--- config.mk ---
export PLATFORM = sky130hd
export DESIGN_NAME = mem_stage
export DESIGN_NICKNAME = d
export VERILOG_FILES = /design/src/rtl/riscv_pkg.sv /design/src/rtl/load_align.sv /design/src/rtl/mem_stage.sv
export SDC_FILE = /design/constraint.sdc
export NUM_CORES = 1
export LEC_CHECK = 0
export ABC_AREA = 0
export BUFFER_PORTS_ARGS = -buffer_cell sky130_fd_sc_hd__buf_2
export CORE_MARGIN = 3
export CORE_UTILIZATION = 35
export DETAILED_ROUTE_END_ITERATION = 6
export PLACE_DENSITY_LB_ADDON = 0.05
export SYNTH_ARGS = -nofsm -noshare
export SYNTH_HDL_FRONTEND = slang
export SYNTH_SLANG_ARGS = --single-unit
export TNS_END_PERCENT = 30
--- constraint.sdc ---
create_clock -name clock -period 5.2 [get_ports clock]
set_input_delay 0.78 -clock clock [delete_from_list [all_inputs] [get_ports clock]]
set_output_delay 0.78 -clock clock [all_outputs]
set_load 0.02 [all_outputs]
--- src/rtl/riscv_pkg.sv ---
// Shared definitions for the memory stage: datapath width, funct3 access-size codes, FSM states.
package riscv_pkg;
    localparam int XLEN = 32;

    localparam logic [2:0] F3_B  = 3'b000;
    localparam logic [2:0] F3_H  = 3'b001;
    localparam logic [2:0] F3_W  = 3'b010;
    localparam logic [2:0] F3_BU = 3'b100;
    localparam logic [2:0] F3_HU = 3'b101;

    typedef enum logic {
        IDLE = 1'b0,
        BUSY = 1'b1
    } state_t;
endpackage

--- src/rtl/load_align.sv ---
// Picks the addressed byte/half out of a loaded word and sign- or zero-extends it.
module load_align
    import riscv_pkg::*;
(
    input  logic [XLEN-1:0] dmem_rdata,
    input  logic [1:0]      addr_lo,
    input  logic [2:0]      funct3,
    output logic [XLEN-1:0] load_data
);
    logic [XLEN-1:0] shifted;

    // Halfword accesses are already known aligned, so one byte-granular shift serves both sizes.
    assign shifted = dmem_rdata >> {addr_lo, 3'b000};

    always_comb begin
        load_data = dmem_rdata;
        case (funct3)
            F3_B:    load_data = {{24{shifted[7]}}, shifted[7:0]};
            F3_BU:   load_data = {24'h0, shifted[7:0]};
            F3_H:    load_data = {{16{shifted[15]}}, shifted[15:0]};
            F3_HU:   load_data = {16'h0, shifted[15:0]};
            default: load_data = dmem_rdata;
        endcase
    end
endmodule

--- src/rtl/mem_stage.sv ---
// Pipeline memory stage: passes ALU results through or runs one load/store over a
// valid/ready data-memory port, producing a registered MEM/WB bundle.
module mem_stage
    import riscv_pkg::*;
(
    input  logic            clock,
    input  logic            reset,
    input  logic            in_valid,
    input  logic [XLEN-1:0] alu_result,
    input  logic [XLEN-1:0] store_data,
    input  logic            mem_read,
    input  logic            mem_write,
    input  logic [2:0]      funct3,
    input  logic [4:0]      rd,
    input  logic            reg_write,
    output logic            stall,
    output logic            dmem_req,
    output logic            dmem_we,
    output logic [XLEN-1:0] dmem_addr,
    output logic [3:0]      dmem_be,
    output logic [XLEN-1:0] dmem_wdata,
    input  logic            dmem_ready,
    input  logic [XLEN-1:0] dmem_rdata,
    output logic            wb_valid,
    output logic [4:0]      wb_rd,
    output logic            wb_reg_write,
    output logic [XLEN-1:0] wb_data,
    output logic            mem_fault
);
    state_t          state_q;
    logic            dmem_req_q, dmem_we_q;
    logic [XLEN-1:0] dmem_addr_q, dmem_wdata_q;
    logic [3:0]      dmem_be_q;
    logic [2:0]      funct3_q;
    logic [1:0]      off_q;
    logic [4:0]      rd_q;
    logic            rw_q;
    logic            wb_valid_q, wb_reg_write_q, mem_fault_q;
    logic [4:0]      wb_rd_q;
    logic [XLEN-1:0] wb_data_q;

    logic [1:0]      addr_lo;
    logic            is_mem, f3_legal, misaligned, fault;
    logic [3:0]      be_d;
    logic [XLEN-1:0] wdata_d, load_data;

    assign addr_lo = alu_result[1:0];
    assign is_mem  = mem_read | mem_write;

    always_comb begin
        f3_legal   = 1'b0;
        misaligned = 1'b0;
        case (funct3)
            F3_B:         f3_legal = 1'b1;
            F3_BU:        f3_legal = ~mem_write;
            F3_H:  begin  f3_legal = 1'b1;       misaligned = addr_lo[0];       end
            F3_HU: begin  f3_legal = ~mem_write; misaligned = addr_lo[0];       end
            F3_W:  begin  f3_legal = 1'b1;       misaligned = (addr_lo != 2'b00); end
            default:      f3_legal = 1'b0;
        endcase
    end

    assign fault = is_mem & (~f3_legal | misaligned);

    always_comb begin
        be_d    = 4'b1111;
        wdata_d = store_data;
        case (funct3[1:0])
            2'b00: begin be_d = 4'b0001 << addr_lo; wdata_d = {4{store_data[7:0]}};  end
            2'b01: begin be_d = 4'b0011 << addr_lo; wdata_d = {2{store_data[15:0]}}; end
            default: ;
        endcase
    end

    load_align u_load_align (
        .dmem_rdata (dmem_rdata),
        .addr_lo    (off_q),
        .funct3     (funct3_q),
        .load_data  (load_data)
    );

    always_ff @(posedge clock) begin
        if (reset) begin
            state_q        <= IDLE;
            dmem_req_q     <= 1'b0;
            dmem_we_q      <= 1'b0;
            dmem_addr_q    <= '0;
            dmem_be_q      <= '0;
            dmem_wdata_q   <= '0;
            funct3_q       <= '0;
            off_q          <= '0;
            rd_q           <= '0;
            rw_q           <= 1'b0;
            wb_valid_q     <= 1'b0;
            wb_rd_q        <= '0;
            wb_reg_write_q <= 1'b0;
            wb_data_q      <= '0;
            mem_fault_q    <= 1'b0;
        end else begin
            wb_valid_q <= 1'b0;
            case (state_q)
                IDLE: begin
                    if (in_valid) begin
                        if (!is_mem || fault) begin
                            wb_valid_q     <= 1'b1;
                            wb_rd_q        <= rd;
                            wb_data_q      <= alu_result;
                            wb_reg_write_q <= ~is_mem & reg_write & (rd != 5'd0);
                            mem_fault_q    <= fault;
                        end else begin
                            dmem_req_q   <= 1'b1;
                            dmem_we_q    <= mem_write;
                            dmem_addr_q  <= {alu_result[XLEN-1:2], 2'b00};
                            dmem_be_q    <= be_d;
                            dmem_wdata_q <= wdata_d;
                            funct3_q     <= funct3;
                            off_q        <= addr_lo;
                            rd_q         <= rd;
                            rw_q         <= mem_read & reg_write & (rd != 5'd0);
                            state_q      <= BUSY;
                        end
                    end
                end
                BUSY: begin
                    if (dmem_ready) begin
                        dmem_req_q     <= 1'b0;
                        state_q        <= IDLE;
                        wb_valid_q     <= 1'b1;
                        wb_rd_q        <= rd_q;
                        wb_reg_write_q <= rw_q;
                        mem_fault_q    <= 1'b0;
                        // Stores report their byte address, loads the extended data.
                        wb_data_q      <= dmem_we_q ? {dmem_addr_q[XLEN-1:2], off_q} : load_data;
                    end
                end
                default: state_q <= IDLE;
            endcase
        end
    end

    assign stall        = (state_q == BUSY);
    assign dmem_req     = dmem_req_q;
    assign dmem_we      = dmem_we_q;
    assign dmem_addr    = dmem_addr_q;
    assign dmem_be      = dmem_be_q;
    assign dmem_wdata   = dmem_wdata_q;
    assign wb_valid     = wb_valid_q;
    assign wb_rd        = wb_rd_q;
    assign wb_reg_write = wb_reg_write_q;
    assign wb_data      = wb_data_q;
    assign mem_fault    = mem_fault_q;
endmodule

==> impl_results.html, run 1 <==
<table>
<tr><th>Metric</th><th>Value</th></tr>
<tr><th colspan="2">Yosys</th></tr>
<tr><td>Count of flip-flops with a built-in enable after synthesis</td><td>0</td></tr>
<tr><td>Flip-flop and latch count after synthesis</td><td>between 100 and 150</td></tr>
<tr><td>Per-instance average area after synthesis</td><td>around 7.8 sq um</td></tr>
<tr><td>Number of synthesis warnings</td><td>0</td></tr>
<tr><td>Most used flip-flop cell after synthesis</td><td>sky130_fd_sc_hd__dfxtp_1</td></tr>
<tr><td>Basic-gate share of the synthesized area counting and, or, nand and nor cells</td><td>slightly below 20%</td></tr>
<tr><td>Xor and xnor fraction of the mapped netlist area</td><td>0%</td></tr>
<tr><td>Arithmetic-cell share of the synthesized area counting full adders, half adders and majority gates</td><td>0%</td></tr>
<tr><td>FFs w/ async S/R, synth</td><td>0%</td></tr>
<tr><td>Post-synthesis compound-gate area fraction</td><td>~28%</td></tr>
<tr><td>Post-synthesis instance total</td><td>754</td></tr>
<tr><td>Combinational family with the most area after synthesis</td><td>compound AO/OA/AOI/OAI gates</td></tr>
<tr><td>Post-synthesis sequential area ratio</td><td>between 40 and 50%</td></tr>
<tr><td>Yosys cell types</td><td>47</td></tr>
<tr><td>Post-Syn Area</td><td>~6000 sq um</td></tr>
<tr><td>Multiplexer area fraction after synthesis</td><td>about 6.0%</td></tr>
<tr><th colspan="2">Finish</th></tr>
<tr><td>Multi-input combinational cell area</td><td>slightly above 3000 sq um</td></tr>
<tr><td>Most common cell after layout, fill and taps aside</td><td>sky130_fd_sc_hd__buf_2</td></tr>
<tr><td>Number of nets at the end of the flow</td><td>slightly above 1,000</td></tr>
<tr><td>Area growth from synthesis to layout</td><td>29.7%</td></tr>
<tr><td>Area used by sequential logic in the layout</td><td>roughly 2400 sq um</td></tr>
<tr><td>Number of fillers in the final layout</td><td>around 1,700</td></tr>
<tr><td>Highest-count cells in the layout ignoring fill and taps</td><td>sky130_fd_sc_hd__buf_2, sky130_fd_sc_hd__nand2_1, sky130_fd_sc_hd__dfxtp_1</td></tr>
<tr><td>Number of cells in the finished layout apart from fillers</td><td>~1,200</td></tr>
<tr><td>Proportion of layout cells with a drive suffix above 1</td><td>between 20 and 30%</td></tr>
<tr><td>Number of inserted diodes</td><td>0</td></tr>
<tr><th colspan="2">Place</th></tr>
<tr><td>Post-detailed-placement half-perimeter wirelength</td><td>between 10 and 15 mm</td></tr>
<tr><td>Gp weighted congestion</td><td>0.856</td></tr>
<tr><td>Placed cell count</td><td>approximately 1,100</td></tr>
<tr><td>Port-buffer cells</td><td>around 220</td></tr>
<tr><th colspan="2">Power</th></tr>
<tr><td>Net switching fraction of the power</td><td>27.8%</td></tr>
<tr><td>Power Density</td><td>~360 nW/um^2</td></tr>
<tr><td>Clock share of power</td><td>47.8%</td></tr>
<tr><td>Combinational share of power</td><td>around 15%</td></tr>
<tr><td>Overall power after layout</td><td>approximately 2.7 mW</td></tr>
<tr><td>Net switching power figure</td><td>about 760 uW</td></tr>
<tr><td>Share of total power in sequential cells</td><td>between 30 and 40%</td></tr>
<tr><td>Static Leak</td><td>3.13 nW</td></tr>
<tr><td>Cell Int Power</td><td>approximately 2.0 mW</td></tr>
<tr><td>Peak supply drop</td><td>226 uV</td></tr>
<tr><th colspan="2">Worst setup path</th></tr>
<tr><td>Crit path arrival time</td><td>3350 ps</td></tr>
<tr><td>Cells along the critical path</td><td>nand2_1 &gt; and2_2 &gt; a221oi_1 &gt; a211oi_2</td></tr>
<tr><td>Critical path class</td><td>reg -&gt; reg</td></tr>
<tr><td>Max stage delay on crit path</td><td>roughly 930 ps</td></tr>
<tr><td>Largest driver fanout on the critical path</td><td>37</td></tr>
<tr><td>Endpoint type of the worst setup path</td><td>flop</td></tr>
<tr><td>Critical Path Start Type</td><td>flop</td></tr>
<tr><td>CP max-delay cell</td><td>sky130_fd_sc_hd__dfxtp_2</td></tr>
<tr><td>Required time of the critical path</td><td>about 5500 ps</td></tr>
<tr><th colspan="2">Flow run</th></tr>
<tr><td>Count of maximum capacitance violations</td><td>0</td></tr>
<tr><th colspan="2">Timing</th></tr>
<tr><td>Final critical-path required period</td><td>between 3000 and 4000 ps</td></tr>
<tr><td>Final-layout setup total negative slack</td><td>0 ps</td></tr>
<tr><td>Worst slew margin relative to its limit</td><td>approximately 26%</td></tr>
<tr><td>Post-Route Skew</td><td>between 8 and 9 ps</td></tr>
<tr><td>Unrepaired setup endpoints after global routing</td><td>no</td></tr>
<tr><td>Final Max Tran Viols</td><td>0</td></tr>
<tr><td>Hold violation total from the final report</td><td>0</td></tr>
<tr><td>Ratio of final minimum period to clock period</td><td>between 50% and 60%</td></tr>
<tr><td>Total of endpoints with negative setup slack in the final report</td><td>0</td></tr>
<tr><td>Transition time at the pin with the least slew margin</td><td>around 1100 ps</td></tr>
<tr><td>Fmax achieved</td><td>323 MHz</td></tr>
<tr><th colspan="2">Clock network</th></tr>
<tr><td>CTS tree</td><td>built</td></tr>
<tr><td>Root cell of the clock tree</td><td>sky130_fd_sc_hd__clkbuf_16</td></tr>
<tr><td>Maximum buffer depth of the clock tree</td><td>2</td></tr>
<tr><td>Worst-skew pair later-pin latency</td><td>between 400 and 500 ps</td></tr>
<tr><td>H-tree level count</td><td>4</td></tr>
<tr><td>Post-cts sizing count</td><td>0</td></tr>
<tr><td>Post-CTS repair timing setup buffer count</td><td>0</td></tr>
<tr><td>Hold-fix buffer count after cts</td><td>0</td></tr>
<tr><td>Clock slew seen by the registers of the worst setup and hold paths</td><td>approximately 60 ps</td></tr>
<tr><td>Sink Count</td><td>120</td></tr>
<tr><td>Clock buffer count from CTS</td><td>17</td></tr>
<tr><th colspan="2">GRT</th></tr>
<tr><td>Via count of the first global-routing pass</td><td>5,961</td></tr>
<tr><td>Total GRT Usage</td><td>between 20 and 25%</td></tr>
<tr><td>Number of antenna violations at the first check in global routing</td><td>2</td></tr>
<tr><td>Global-route wire length before repair</td><td>31.9 mm</td></tr>
<tr><td>Pin count of the biggest net entering global routing</td><td>between 90 and 100</td></tr>
<tr><td>Gr ovfl total</td><td>0</td></tr>
<tr><th colspan="2">Die</th></tr>
<tr><td>Initial standard-cell utilization of the core</td><td>36.3%</td></tr>
<tr><td>Die Area</td><td>around 18,000 sq um</td></tr>
<tr><td>Number of cell rows</td><td>46</td></tr>
<tr><td>I/O pin total</td><td>222</td></tr>
<tr><td>Die extent in y</td><td>between 100 and 150 um</td></tr>
<tr><td>Core box area</td><td>16,100 sq um</td></tr>
<tr><td>Die width</td><td>around 140 um</td></tr>
<tr><th colspan="2">Drt</th></tr>
<tr><td>Remaining DRCs</td><td>0</td></tr>
<tr><td>Drt first-iter violations</td><td>469</td></tr>
<tr><td>Iteration count of the initial detailed-routing pass</td><td>5</td></tr>
<tr><td>ANT nets after route</td><td>0</td></tr>
<tr><td>Via count</td><td>roughly 6,300</td></tr>
<tr><td>DR vias/cell</td><td>roughly 5.4</td></tr>
<tr><td>Wire per inst</td><td>18.2 um</td></tr>
<tr><td>Post-detailed-routing wire length</td><td>~21 mm</td></tr>
<tr><th colspan="2">Status</th></tr>
<tr><td>Status</td><td>finished, final reports clean</td></tr>
<tr><th colspan="2">Worst hold path</th></tr>
<tr><td>Class of the tightest hold or removal check</td><td>reg -&gt; reg</td></tr>
</table>
-- cell usage after synthesis (all sizes together) (12+ instances only) --
master  instances  area share [%]
a211oi         43             6.4
a21oi          79             6.8
a221oi         26             3.9
buf            23             2.4
clkbuf         48             3.1
dfxtp         120              41
mux2i          26             4.4
nand2         176              11
nor2           74             4.7
nor3           12             1.0
o211ai         14             1.8
o21ai          41             3.5
-- power groups by stage --
stage	Clock, mW	Combinational, mW	Sequential (mW)
finish	1.31	0.408	1.02
global route	1.38	0.446	1.03
CTS	1.33	0.410	1.02
floorplan	0	0.201	1.09
detailed placement	0	0.409	1.04
global placement	0	0.403	1.04
-- worst max-delay path: cells and delay by family (launching register included) --
kind            cells  cell delay, ps
compound gates      2             470
flops               1             930
simple gates        2            1520
-- area by class of cell --
cell class	instances	share of cell area, %
Multi-Input combinational cell	557	41.0
Sequential cell	120	31.7
Timing Repair Buffer	223	14.9
Clock buffer	18	5.65
Tap cell	216	3.56
Clock inverter	14	2.92
Inverter	7	0.346
-- metal layers --
metal  part of all wire, %  up-vias  global-route usage (%)  routed length [um]
met5                 0.067        -                       0                  14
met4                   2.4        4                    9.07                 503
met3                   9.0       31                    5.83                1890
met2                    47      285                    35.7                9940
met1                    41     2935                    27.8                8640
li1                      -     3015                       -                   -
-- cells by family (layout without fill, tap and decap cells) --
kind of cell	count (synthesis)	after routing
other cells	1	2
simple gates	282	282
flops	120	120
compound gates	239	239
buf+inv	78	262
mux	34	34
-- worst paths after layout --
| kind | to | start | cells after the start | slack, ps |
|---|---|---|---|---|
| min reg2reg | rd_q[2] | rd_q[2] | 2 | 450 |
| min | rd_q[2] | rd_q[2] | 2 | 450 |
| max | wb_data[29] | stall | 4 | 2100 |
| max reg2reg | wb_data[29] | stall | 4 | 2100 |
-- stage by stage --
stage / setup slack (ps) / util, % / area (sq um) / hold WS (ps)
CTS: 2150 / 47.1 / 7590 / 458
detailed placement: 1960 / 43.1 / 6940 / 449
finish: 2100 / 47.1 / 7590 / 453
global route: 1870 / 47.1 / 7590 / 471
floorplan: 2930 / - / 5860 / 433
global placement: 2050 / 43.1 / 6940 / 440
-- state kept, by name, indices dropped and copies added, names as in the netlist, 2 cells and up --
signal,cells
dmem_wdata,32
wb_data,32
dmem_addr,30
rd_q,5
wb_rd,5
dmem_be,4
funct3_q,3
off_q,2
Note: power is estimated with default switching activity, not from simulation.
==> run 2, diff against run 1 <==
- clock period: 5.2 -> 3.1 ns (I/O delays scaled with it)
==> impl_results.html, run 2 (synthesis gave the netlist of run 1 again) <==
<table>
<tr><th>Metric</th><th>Value</th></tr>
<tr><th colspan="2">Finish</th></tr>
<tr><td>Number of fillers in the final layout</td><td>approximately 1,700</td></tr>
<tr><td>Number of inserted diodes</td><td>0</td></tr>
<tr><td>Number of nets at the end of the flow</td><td>1,051</td></tr>
<tr><td>Most common cell after layout, fill and taps aside</td><td>sky130_fd_sc_hd__buf_2</td></tr>
<tr><td>Proportion of layout cells with a drive suffix above 1</td><td>between 30% and 40%</td></tr>
<tr><td>Area growth from synthesis to layout</td><td>30.0%</td></tr>
<tr><td>Utilization of the core after routing</td><td>a little under half</td></tr>
<tr><td>Area used by sequential logic in the layout</td><td>2400 sq um</td></tr>
<tr><td>Highest-count cells in the layout ignoring fill and taps</td><td>sky130_fd_sc_hd__buf_2, sky130_fd_sc_hd__nand2_1, sky130_fd_sc_hd__dfxtp_1</td></tr>
<tr><td>Number of cells in the finished layout apart from fillers</td><td>about 1,200</td></tr>
<tr><td>Multi-input combinational cell area</td><td>slightly above 3000 sq um</td></tr>
<tr><td>Final non-filler cell area</td><td>about 7600 sq um</td></tr>
<tr><th colspan="2">Die</th></tr>
<tr><td>Initial standard-cell utilization of the core</td><td>between 30 and 40%</td></tr>
<tr><td>Die extent in y</td><td>~140 um</td></tr>
<tr><td>Die width</td><td>135 um</td></tr>
<tr><td>I/O pin total</td><td>around 220</td></tr>
<tr><td>Core box area</td><td>between 15,000 and 20,000 sq um</td></tr>
<tr><td>Die Area</td><td>~18,000 sq um</td></tr>
<tr><td>Number of cell rows</td><td>46</td></tr>
<tr><th colspan="2">Clock network</th></tr>
<tr><td>Root cell of the clock tree</td><td>sky130_fd_sc_hd__clkbuf_16</td></tr>
<tr><td>Maximum buffer depth of the clock tree</td><td>2</td></tr>
<tr><td>Clock buffer count from CTS</td><td>17</td></tr>
<tr><td>Clock slew seen by the registers of the worst setup and hold paths</td><td>60 ps</td></tr>
<tr><td>Sink Count</td><td>120</td></tr>
<tr><td>H-tree level count</td><td>4</td></tr>
<tr><td>Worst-skew pair later-pin latency</td><td>420 ps</td></tr>
<tr><td>Post-cts sizing count</td><td>0</td></tr>
<tr><td>Post-CTS repair timing setup buffer count</td><td>0</td></tr>
<tr><td>Hold-fix buffer count after cts</td><td>0</td></tr>
<tr><td>CTS tree</td><td>built</td></tr>
<tr><th colspan="2">Timing</th></tr>
<tr><td>Total of endpoints with negative setup slack in the final report</td><td>0</td></tr>
<tr><td>Ratio of final minimum period to clock period</td><td>between 70% and 80%</td></tr>
<tr><td>Hold violation total from the final report</td><td>0</td></tr>
<tr><td>Worst slew margin relative to its limit</td><td>50.6%</td></tr>
<tr><td>Final Max Tran Viols</td><td>0</td></tr>
<tr><td>Final Worst Setup Slack</td><td>754 ps</td></tr>
<tr><td>Transition time at the pin with the least slew margin</td><td>around 740 ps</td></tr>
<tr><td>Final-layout setup total negative slack</td><td>0 ps</td></tr>
<tr><td>Unrepaired setup endpoints after global routing</td><td>no</td></tr>
<tr><td>Fmax achieved</td><td>approximately 430 MHz</td></tr>
<tr><td>WHS</td><td>300 ps</td></tr>
<tr><td>Final critical-path required period</td><td>around 2300 ps</td></tr>
<tr><td>Post-Route Skew</td><td>around 8.3 ps</td></tr>
<tr><th colspan="2">Worst hold path</th></tr>
<tr><td>Number of stages on the worst hold path</td><td>3</td></tr>
<tr><td>Terminating pin of the worst hold path</td><td>dmem_addr[17]</td></tr>
<tr><td>Class of the tightest hold or removal check</td><td>in -&gt; reg</td></tr>
<tr><td>Source of the worst hold timing path</td><td>alu_result[17]</td></tr>
<tr><th colspan="2">Worst setup path</th></tr>
<tr><td>Largest driver fanout on the critical path</td><td>20</td></tr>
<tr><td>Endpoint type of the worst setup path</td><td>flop</td></tr>
<tr><td>Critical Path Start Type</td><td>flop</td></tr>
<tr><td>Crit path arrival time</td><td>~2700 ps</td></tr>
<tr><td>Worst reg2reg endpoint</td><td>wb_data[8]</td></tr>
<tr><td>RR Startpoint</td><td>stall</td></tr>
<tr><td>Slack of the worst reg-to-reg path</td><td>~750 ps</td></tr>
<tr><td>Critical path class</td><td>reg -&gt; reg</td></tr>
<tr><td>Path depth of the worst reg2reg path</td><td>5</td></tr>
<tr><td>Required time of the critical path</td><td>roughly 3400 ps</td></tr>
<tr><th colspan="2">Place</th></tr>
<tr><td>Port-buffer cells</td><td>219</td></tr>
<tr><td>Post-detailed-placement half-perimeter wirelength</td><td>15.1 mm</td></tr>
<tr><td>Placed cell count</td><td>around 1,100</td></tr>
<tr><td>Worst setup timing slack at the placement stage</td><td>about 560 ps</td></tr>
<tr><td>Total placed instance area</td><td>7070 sq um</td></tr>
<tr><td>Gp weighted congestion</td><td>~0.90</td></tr>
<tr><th colspan="2">Drt</th></tr>
<tr><td>Drt first-iter violations</td><td>between 300 and 400</td></tr>
<tr><td>Wire per inst</td><td>approximately 18 um</td></tr>
<tr><td>Remaining DRCs</td><td>0</td></tr>
<tr><td>Iteration count of the initial detailed-routing pass</td><td>5</td></tr>
<tr><td>Via count</td><td>6,312</td></tr>
<tr><td>ANT nets after route</td><td>0</td></tr>
<tr><td>DR vias/cell</td><td>between 5 and 6</td></tr>
<tr><td>Post-detailed-routing wire length</td><td>20.9 mm</td></tr>
<tr><th colspan="2">GRT</th></tr>
<tr><td>Gr ovfl total</td><td>0</td></tr>
<tr><td>Total GRT Usage</td><td>22.2%</td></tr>
<tr><td>Via count of the first global-routing pass</td><td>6,001</td></tr>
<tr><td>Pin count of the biggest net entering global routing</td><td>66</td></tr>
<tr><td>Global-route wire length before repair</td><td>31.8 mm</td></tr>
<tr><td>Number of antenna violations at the first check in global routing</td><td>0</td></tr>
<tr><th colspan="2">Power</th></tr>
<tr><td>Share of total power in sequential cells</td><td>about two fifths</td></tr>
<tr><td>Power Density</td><td>556 nW/um^2</td></tr>
<tr><td>Combinational share of power</td><td>between 10% and 20%</td></tr>
<tr><td>Overall power after layout</td><td>between 4 and 5 mW</td></tr>
<tr><td>Net switching fraction of the power</td><td>approximately 30%</td></tr>
<tr><td>Static Leak</td><td>between 3 and 4 nW</td></tr>
<tr><td>Clock share of power</td><td>a little over two fifths</td></tr>
<tr><td>Peak supply drop</td><td>approximately 390 uV</td></tr>
<tr><td>Cell Int Power</td><td>roughly 3 mW</td></tr>
<tr><td>Net switching power figure</td><td>1.24 mW</td></tr>
<tr><th colspan="2">Status</th></tr>
<tr><td>Status</td><td>finished, final reports clean</td></tr>
<tr><th colspan="2">Flow run</th></tr>
<tr><td>Count of maximum capacitance violations</td><td>0</td></tr>
</table>
==> run 2: layer usage <==
layer | global-route usage [%] | up-vias | wire, um
li1 | - | 3047 | -
met1 | 27.2 | 2975 | 8710
met2 | 37.6 | 269 | 10000
met3 | 7.13 | 21 | 1820
met4 | 5.88 | 0 | 303
met5 | 0 | - | 0
==> run 2: worst max path at each step <==
| stage | startpoint | endpoint | cells after the start |
|---|---|---|---|
| 5_1_grt | off_q[0] | wb_data[24] | 6 |
| 3_5_place_dp | funct3[0] | wb_data[1] | 7 |
| 6_report | stall | wb_data[8] | 5 |
| 3_3_place_gp | funct3[0] | wb_data[1] | 7 |
| 4_1_cts | stall | wb_data[8] | 5 |
| 2_1_floorplan | alu_result[1] | wb_data[1] | 7 |
==> run 2: area by class of cell <==
cell class              instances  share of cell area [%]
inverters                       7                   0.345
flip-flops and latches        120                    31.6
clock buffers                  19                    5.69
multi-input cells             557                    40.9
clock inverters                13                    1.40
repair buffers                237                    16.5
well taps                     216                    3.55
==> run 2: critical path: stages (launching register included) <==
cell,delay [ps]
sky130_fd_sc_hd__dfxtp_2,620
sky130_fd_sc_hd__buf_4,370
sky130_fd_sc_hd__inv_1,310
sky130_fd_sc_hd__a21oi_1,580
sky130_fd_sc_hd__a221oi_1,160
sky130_fd_sc_hd__nor3_1,210
==> run 2: power by group through the flow <==
stage / sequential [mW] / combinational, mW / clock, mW
6_report: 1.70 / 0.705 / 1.82
4_1_cts: 1.70 / 0.711 / 1.86
3_5_place_dp: 1.73 / 0.709 / 0
3_3_place_gp: 1.73 / 0.698 / 0
2_1_floorplan: 1.82 / 0.338 / 0
5_1_grt: 1.71 / 0.770 / 1.94
